--- config.mk ---
export PLATFORM = sky130hd
export DESIGN_NAME = onenet_link_arbiter_flat
export DESIGN_NICKNAME = d
export VERILOG_FILES = /design/src/rtl/onenet_link_pkg.sv /design/src/rtl/onenet_link_arbiter_if.sv /design/src/rtl/onenet_rr_pick.sv /design/src/rtl/onenet_link_arbiter.sv /design/src/flat_wrapper.sv
export SDC_FILE = /design/constraint.sdc
export NUM_CORES = 1
export LEC_CHECK = 0
export CAP_MARGIN = 5
export CORE_UTILIZATION = 45
export DETAILED_ROUTE_END_ITERATION = 12
export DONT_BUFFER_PORTS = 1
export HOLD_SLACK_MARGIN = 0.1
export PLACE_DENSITY = 0.63
export SYNTH_ARGS = -nofsm -noshare
export SYNTH_HDL_FRONTEND = slang
export SYNTH_HIERARCHICAL = 1
export SYNTH_SLANG_ARGS = --single-unit
export TNS_END_PERCENT = 20
--- constraint.sdc ---
create_clock -name clk -period 1.9 [get_ports clk]
set_clock_uncertainty 0.1 [all_clocks]
set_input_delay 0.19 -clock clk [delete_from_list [all_inputs] [get_ports clk]]
set_output_delay 0.19 -clock clk [all_outputs]
set_load 0.1 [all_outputs]
--- src/rtl/onenet_link_pkg.sv ---
// Shared types and helpers for the single-bit link arbiter.
package onenet_link_pkg;

  typedef enum logic [1:0] {
    LINK_IDLE   = 2'd0,
    LINK_SETTLE = 2'd1,
    LINK_SAMPLE = 2'd2
  } link_state_e;

  // Index width that never collapses to zero bits.
  function automatic int id_width(input int n);
    return (n <= 1) ? 1 : $clog2(n);
  endfunction

endpackage

--- src/rtl/onenet_link_arbiter_if.sv ---
// Requester/link bundle shared by the arbiter (slave) and its environment (master).
interface onenet_link_arbiter_if
  import onenet_link_pkg::*;
#(
  parameter int NUM_REQ = 4,
  parameter int IDW     = id_width(NUM_REQ)
);

  // Handshake: req is a level sampled only while the arbiter is idle; the
  // winner's req_bit is captured at that decision, gnt is one-hot for the
  // whole transaction, and rsp_valid pulses once with rsp_bit/rsp_id, which
  // then hold until the next pulse. There is no back-pressure on responses.
  logic [NUM_REQ-1:0] req;
  logic [NUM_REQ-1:0] req_bit;
  logic [NUM_REQ-1:0] gnt;
  logic               busy;
  logic               link_drive;
  logic               link_observe;
  logic               rsp_valid;
  logic               rsp_bit;
  logic [IDW-1:0]     rsp_id;

  modport slave (
    input  req, req_bit, link_observe,
    output gnt, busy, link_drive, rsp_valid, rsp_bit, rsp_id
  );

  modport master (
    output req, req_bit, link_observe,
    input  gnt, busy, link_drive, rsp_valid, rsp_bit, rsp_id
  );

endinterface

--- src/rtl/onenet_rr_pick.sv ---
// Combinational round-robin selector: first set request at or after ptr_i, wrapping.
module onenet_rr_pick
  import onenet_link_pkg::*;
#(
  parameter int NUM_REQ = 4,
  parameter int IDW     = id_width(NUM_REQ)
) (
  input  logic [NUM_REQ-1:0] req_i,
  input  logic [IDW-1:0]     ptr_i,
  output logic               valid_o,
  output logic [IDW-1:0]     idx_o
);

  logic [2*NUM_REQ-1:0] dbl;

  // Lower copy is masked below the pointer; the upper copy supplies the wrap.
  always_comb begin
    dbl     = {req_i, req_i};
    valid_o = 1'b0;
    idx_o   = '0;
    for (int i = 0; i < NUM_REQ; i++) begin
      if (i < int'(ptr_i)) dbl[i] = 1'b0;
    end
    for (int i = 2*NUM_REQ-1; i >= 0; i--) begin
      if (dbl[i]) begin
        valid_o = 1'b1;
        idx_o   = (i >= NUM_REQ) ? IDW'(i - NUM_REQ) : IDW'(i);
      end
    end
  end

endmodule

--- src/rtl/onenet_link_arbiter.sv ---
// Round-robin sequencer for a shared single-bit drive/observe link:
// grant, drive, settle, sample once, return the sampled bit to the owner.
module onenet_link_arbiter
  import onenet_link_pkg::*;
#(
  parameter int   NUM_REQ       = 4,
  parameter int   SETTLE_CYCLES = 2,
  parameter logic IDLE_VALUE    = 1'b0,
  parameter int   IDW           = id_width(NUM_REQ)
) (
  input  logic                  clk,
  input  logic                  rst,
  onenet_link_arbiter_if.slave  bus,
  output link_state_e           dbg_state_o,
  output logic [IDW-1:0]        dbg_ptr_o
);

  localparam int CNTW = id_width(SETTLE_CYCLES);

  if (SETTLE_CYCLES < 1) begin : g_bad_settle
    $error("onenet_link_arbiter: SETTLE_CYCLES must be >= 1");
  end
  if (NUM_REQ < 1) begin : g_bad_num
    $error("onenet_link_arbiter: NUM_REQ must be >= 1");
  end

  link_state_e        state_q, state_d;
  logic [CNTW-1:0]    cnt_q, cnt_d;
  logic [NUM_REQ-1:0] gnt_q, gnt_d;
  logic               drive_q, drive_d;
  logic [IDW-1:0]     owner_q, owner_d;
  logic [IDW-1:0]     ptr_q, ptr_d;
  logic               rsp_valid_q, rsp_valid_d;
  logic               rsp_bit_q, rsp_bit_d;
  logic [IDW-1:0]     rsp_id_q, rsp_id_d;

  logic               pick_valid;
  logic [IDW-1:0]     pick_idx;

  onenet_rr_pick #(.NUM_REQ(NUM_REQ), .IDW(IDW)) u_pick (
    .req_i   (bus.req),
    .ptr_i   (ptr_q),
    .valid_o (pick_valid),
    .idx_o   (pick_idx)
  );

  always_ff @(posedge clk) begin
    if (rst) begin
      state_q     <= LINK_IDLE;
      cnt_q       <= '0;
      gnt_q       <= '0;
      drive_q     <= IDLE_VALUE;
      owner_q     <= '0;
      ptr_q       <= '0;
      rsp_valid_q <= 1'b0;
      rsp_bit_q   <= 1'b0;
      rsp_id_q    <= '0;
    end else begin
      state_q     <= state_d;
      cnt_q       <= cnt_d;
      gnt_q       <= gnt_d;
      drive_q     <= drive_d;
      owner_q     <= owner_d;
      ptr_q       <= ptr_d;
      rsp_valid_q <= rsp_valid_d;
      rsp_bit_q   <= rsp_bit_d;
      rsp_id_q    <= rsp_id_d;
    end
  end

  always_comb begin
    state_d     = state_q;
    cnt_d       = cnt_q;
    gnt_d       = gnt_q;
    drive_d     = drive_q;
    owner_d     = owner_q;
    ptr_d       = ptr_q;
    rsp_valid_d = 1'b0;
    rsp_bit_d   = rsp_bit_q;
    rsp_id_d    = rsp_id_q;
    unique case (state_q)
      LINK_IDLE: begin
        if (pick_valid) begin
          state_d = LINK_SETTLE;
          cnt_d   = CNTW'(SETTLE_CYCLES - 1);
          gnt_d   = NUM_REQ'(1) << pick_idx;
          drive_d = bus.req_bit[pick_idx];
          owner_d = pick_idx;
        end
      end
      LINK_SETTLE: begin
        if (cnt_q == '0) state_d = LINK_SAMPLE;
        else             cnt_d   = cnt_q - CNTW'(1);
      end
      LINK_SAMPLE: begin
        // Completion edge: release the link and move priority past the owner.
        state_d     = LINK_IDLE;
        gnt_d       = '0;
        drive_d     = IDLE_VALUE;
        rsp_valid_d = 1'b1;
        rsp_bit_d   = bus.link_observe;
        rsp_id_d    = owner_q;
        ptr_d       = (owner_q == IDW'(NUM_REQ - 1)) ? '0 : owner_q + IDW'(1);
      end
      default: state_d = LINK_IDLE;
    endcase
  end

  assign bus.gnt        = gnt_q;
  assign bus.busy       = (state_q != LINK_IDLE);
  assign bus.link_drive = drive_q;
  assign bus.rsp_valid  = rsp_valid_q;
  assign bus.rsp_bit    = rsp_bit_q;
  assign bus.rsp_id     = rsp_id_q;
  assign dbg_state_o    = state_q;
  assign dbg_ptr_o      = ptr_q;

endmodule

--- src/flat_wrapper.sv ---
// flat-port wrapper written by rule: the top's interface ports become plain ports
module onenet_link_arbiter_flat import onenet_link_pkg::*;
#(
  parameter int   NUM_REQ       = 4,
  parameter int   SETTLE_CYCLES = 2,
  parameter logic IDLE_VALUE    = 1'b0,
  parameter int   IDW           = id_width(NUM_REQ)
)
  (clk, rst, dbg_state_o, dbg_ptr_o, bus_req, bus_req_bit, bus_link_observe, bus_gnt, bus_busy, bus_link_drive, bus_rsp_valid, bus_rsp_bit, bus_rsp_id);
  onenet_link_arbiter_if #(.NUM_REQ(NUM_REQ), .IDW(IDW)) bus_i ();
  input  logic clk;
  input  logic rst;
  output link_state_e dbg_state_o;
  output logic [IDW-1:0] dbg_ptr_o;
  input wire logic [$bits(bus_i.req)-1:0] bus_req;
  input wire logic [$bits(bus_i.req_bit)-1:0] bus_req_bit;
  input wire logic [$bits(bus_i.link_observe)-1:0] bus_link_observe;
  output wire logic [$bits(bus_i.gnt)-1:0] bus_gnt;
  output wire logic [$bits(bus_i.busy)-1:0] bus_busy;
  output wire logic [$bits(bus_i.link_drive)-1:0] bus_link_drive;
  output wire logic [$bits(bus_i.rsp_valid)-1:0] bus_rsp_valid;
  output wire logic [$bits(bus_i.rsp_bit)-1:0] bus_rsp_bit;
  output wire logic [$bits(bus_i.rsp_id)-1:0] bus_rsp_id;
  assign bus_i.req = bus_req;
  assign bus_i.req_bit = bus_req_bit;
  assign bus_i.link_observe = bus_link_observe;
  assign bus_gnt = bus_i.gnt;
  assign bus_busy = bus_i.busy;
  assign bus_link_drive = bus_i.link_drive;
  assign bus_rsp_valid = bus_i.rsp_valid;
  assign bus_rsp_bit = bus_i.rsp_bit;
  assign bus_rsp_id = bus_i.rsp_id;
  onenet_link_arbiter #(.NUM_REQ(NUM_REQ), .SETTLE_CYCLES(SETTLE_CYCLES), .IDLE_VALUE(IDLE_VALUE), .IDW(IDW)) u_core (.clk(clk), .rst(rst), .bus(bus_i), .dbg_state_o(dbg_state_o), .dbg_ptr_o(dbg_ptr_o));
endmodule
==> run metrics <==
run status finished, final reports clean; ANT cells 0; max-slew violation count 0; cell count along the critical path 6; mean routed wirelength per cell 13.3 um; Pwr per Cell Area 974 nW/um2; area of the mapped netlist 698 um2; crit path buf inv count 1; Area Overhead vs Synth 31.7%; area share of and/or/nand/nor cells after synthesis 0.240; critical path startpoint u_core/dbg_ptr_o[0]$_SDFFE_PP0N_; CTS tree built; post-DR vias/cell 5.39; Rows 13; CTS Buf Count 3; top-area cell type share of the netlist area 0.459; RR Startpoint u_core/dbg_ptr_o[0]$_SDFFE_PP0N_; PortBufs 0; initial antenna violation count 0; Setup TNS Final 0 ns; core area 1370 um2; Residual DRC 0; r2r setup slk 0.07 ns; aggregate global routing overflow 0; Compound-Gate Fraction of Synth Area 0.138; RSZ-0062 raised after global routing false; clock root buffer clkbuf_4; Yosys reg bits 16; CP endpoint kind register; Hold Crit Class primary input to register; die area 1710 um2; Max stage delay on crit path 0.54 ns; number of iterations in the first detailed-routing pass 4; worst-case clock buffer depth 2; Net Count, Synth 89; Final setup viols 0; Layout fillers 126; kind of critical path register to register; Crit Path Max Fanout 5; Avg Cell Area, Syn 9.07 um2; Clock Pin Slew Worst Setup and Hold Paths 0.10 ns; CTS Sinks 16; leading post-synthesis cells by cell area dfxtp_1, a21oi_1, mux2i_1; Req. time, crit path 1.96 ns; vias in the first global route 504; synth unique cells 24; post-synthesis mux area share 0.104; initial core utilization 0.511; post-synthesis cell count 77; Starting DRT DRC Count 10; Final WS setup 0.0713 ns; crit share post-route 0.962; first-pass GRT wire length 2110 um; delay-heaviest family, CP compound AO/OA/AOI/OAI gates; Place WS 0.112 ns; Synth warnings 6; Resized Gates After CTS 0; final net count 110; I/O pin count 25; sequential share of the synthesized area 0.459; fin crit period 1.83 ns; Antenna Nets Post-Route 0; area leader, netlist dfxtp_1; Vias 604; Tot GR Track Use 0.197; maximum vdd drop 0.680 mV; worst setup path end u_core/bus.link_drive$_SDFFE_PP0P_; number of H-tree levels 1; max-slew headroom at the worst pin 0.554; Critical Path AT 1.89 ns; crit path max-delay cell type mux4_2; xor/xnor share of the synthesized area 0; worst-margin pin slew 0.668 ns; share of layout cells above drive strength 1 0.299; Clock Latency Late Sink 0.28 ns; Leak 0.400 nW; hpwl dp 1070 um; CP startpoint kind register; final WL 1490 um; Die H 41.4 um; placer congestion estimate 0.702; CP Cell Sequence inv_2 > a22o_1 > a211oi_4 > mux4_2 > nand2_1 > a21oi_1; largest family of logic cells by synthesized area simple AND/OR/NAND/NOR gates; depth of the most critical reg-to-reg path 6; largest net degree at the start of global routing 17; max-capacitance violation count 0; Worst R2R End u_core/bus.link_drive$_SDFFE_PP0P_; Die Wd 41.4 um; Adder-Cell Fraction of Synth Area 0.0179; Max Freq 547 MHz; count of final hold-check violations 0
worst min path at each step:
stage                                              end  cells after the start        startpoint  slack (ns)
finish              u_core/dbg_state_o[0]$_SDFFE_PP0P_                      3        bus_req[0]        0.19
global placement      u_core/dbg_ptr_o[0]$_SDFFE_PP0N_                      1               rst        0.15
detailed placement    u_core/dbg_ptr_o[0]$_SDFFE_PP0N_                      1               rst        0.16
CTS                     u_core/owner_q[1]$_SDFFE_PP0P_                      4        bus_req[1]        0.18
global route            u_core/owner_q[1]$_SDFFE_PP0P_                      4        bus_req[1]        0.18
floorplan              u_core/bus.rsp_bit$_SDFFE_PP0N_                      2  bus_link_observe        0.23
cell usage after synthesis:
| master | instances |
|---|---|
| mux4_2 | 1 |
| or3b_1 | 1 |
| ha_1 | 1 |
| a22o_1 | 1 |
| clkbuf_1 | 2 |
| nor4b_1 | 1 |
| nor3b_1 | 2 |
| dfxtp_1 | 16 |
| or2_2 | 1 |
| nand2_1 | 6 |
| inv_1 | 3 |
| o21ai_0 | 1 |
| a211oi_1 | 2 |
| nand3_1 | 7 |
| or3_1 | 2 |
| nand3b_1 | 2 |
| mux2i_1 | 5 |
| nor2_1 | 5 |
| or4_1 | 1 |
| nor3_1 | 1 |
| a21oi_1 | 11 |
| a211oi_2 | 1 |
| buf_2 | 2 |
| nand2b_1 | 2 |
flip-flops by register name, indices dropped and copies added, names as in the netlist:
register               cells
u_core/bus.rsp_valid       1
u_core/bus.rsp_bit         1
u_core/bus.link_drive      1
u_core/bus.rsp_id          2
u_core/bus.gnt             4
u_core/owner_q             2
u_core/dbg_state_o         2
u_core/cnt_q               1
u_core/dbg_ptr_o           2
worst min-delay path, delay by kind of cell:
kind | cells | cell delay, ns
muxes | 1 | 0.08
and+or+nand+nor | 2 | 0.25
layout make-up:
cell class	instances	area (um2)	area share
Clock buffer	4	36.3	0.0395
Inverter	3	11.3	0.0122
Multi-Input combinational cell	54	357	0.388
Sequential cell	16	329	0.358
Tap cell	15	18.8	0.0204
Timing Repair Buffer	20	168	0.182
routing by layer:
metal  up-vias  global-route usage  part of all wire
met2        15               0.324              0.47
met1       272               0.225              0.46
met4         0              0.0726            0.0088
met3         2              0.0851             0.061
li1        315                   -                 -
met5         -                   0                 0
stage by stage:
stage                     total power [mW]  instance area, um2  hold slack [ns]   util  instances
after floorplan                      0.612                 714            0.234      -         77
after global placement               0.670                 863            0.152  0.632        106
after detailed placement             0.673                 863            0.156  0.632        106
after CTS                            0.907                 920            0.181  0.673        112
after global routing                 0.935                 920            0.178  0.673        112
final                                0.896                 920            0.193  0.673        112
what timing repair did:
item | in CTS | in global routing
buffers inserted | 0 | 0
setup endpoints to repair | 0 | 0
hold buffers | 2 | 0
hold endpoints to repair | 16 | 0
power breakdown:
part	leakage, nW	internal (mW)	switching (mW)
sequential	0.132	0.357	0.0202
combinational	0.247	0.0851	0.211
clock	0.0210	0.117	0.106
cell usage in the layout, fill, tap and decap left out, types with 3 or more instances in the layout:
master,Yosys,final
clkbuf_4,0,3
nor2_1,5,5
a21oi_1,11,11
nand2_1,6,6
buf_4,0,17
nand3_1,7,7
mux2i_1,5,5
dfxtp_1,16,13
kinds of logic (layout without fill, tap and decap cells):
family,Yosys count,count (layout)
buffers and inverters,7,27
adder cells (fa/ha/maj),1,1
flip-flops,16,16
AO/OA/AOI/OAI,16,16
multiplexers,6,6
AND/OR/NAND/NOR,31,31
(Power assumes the default switching activity.)
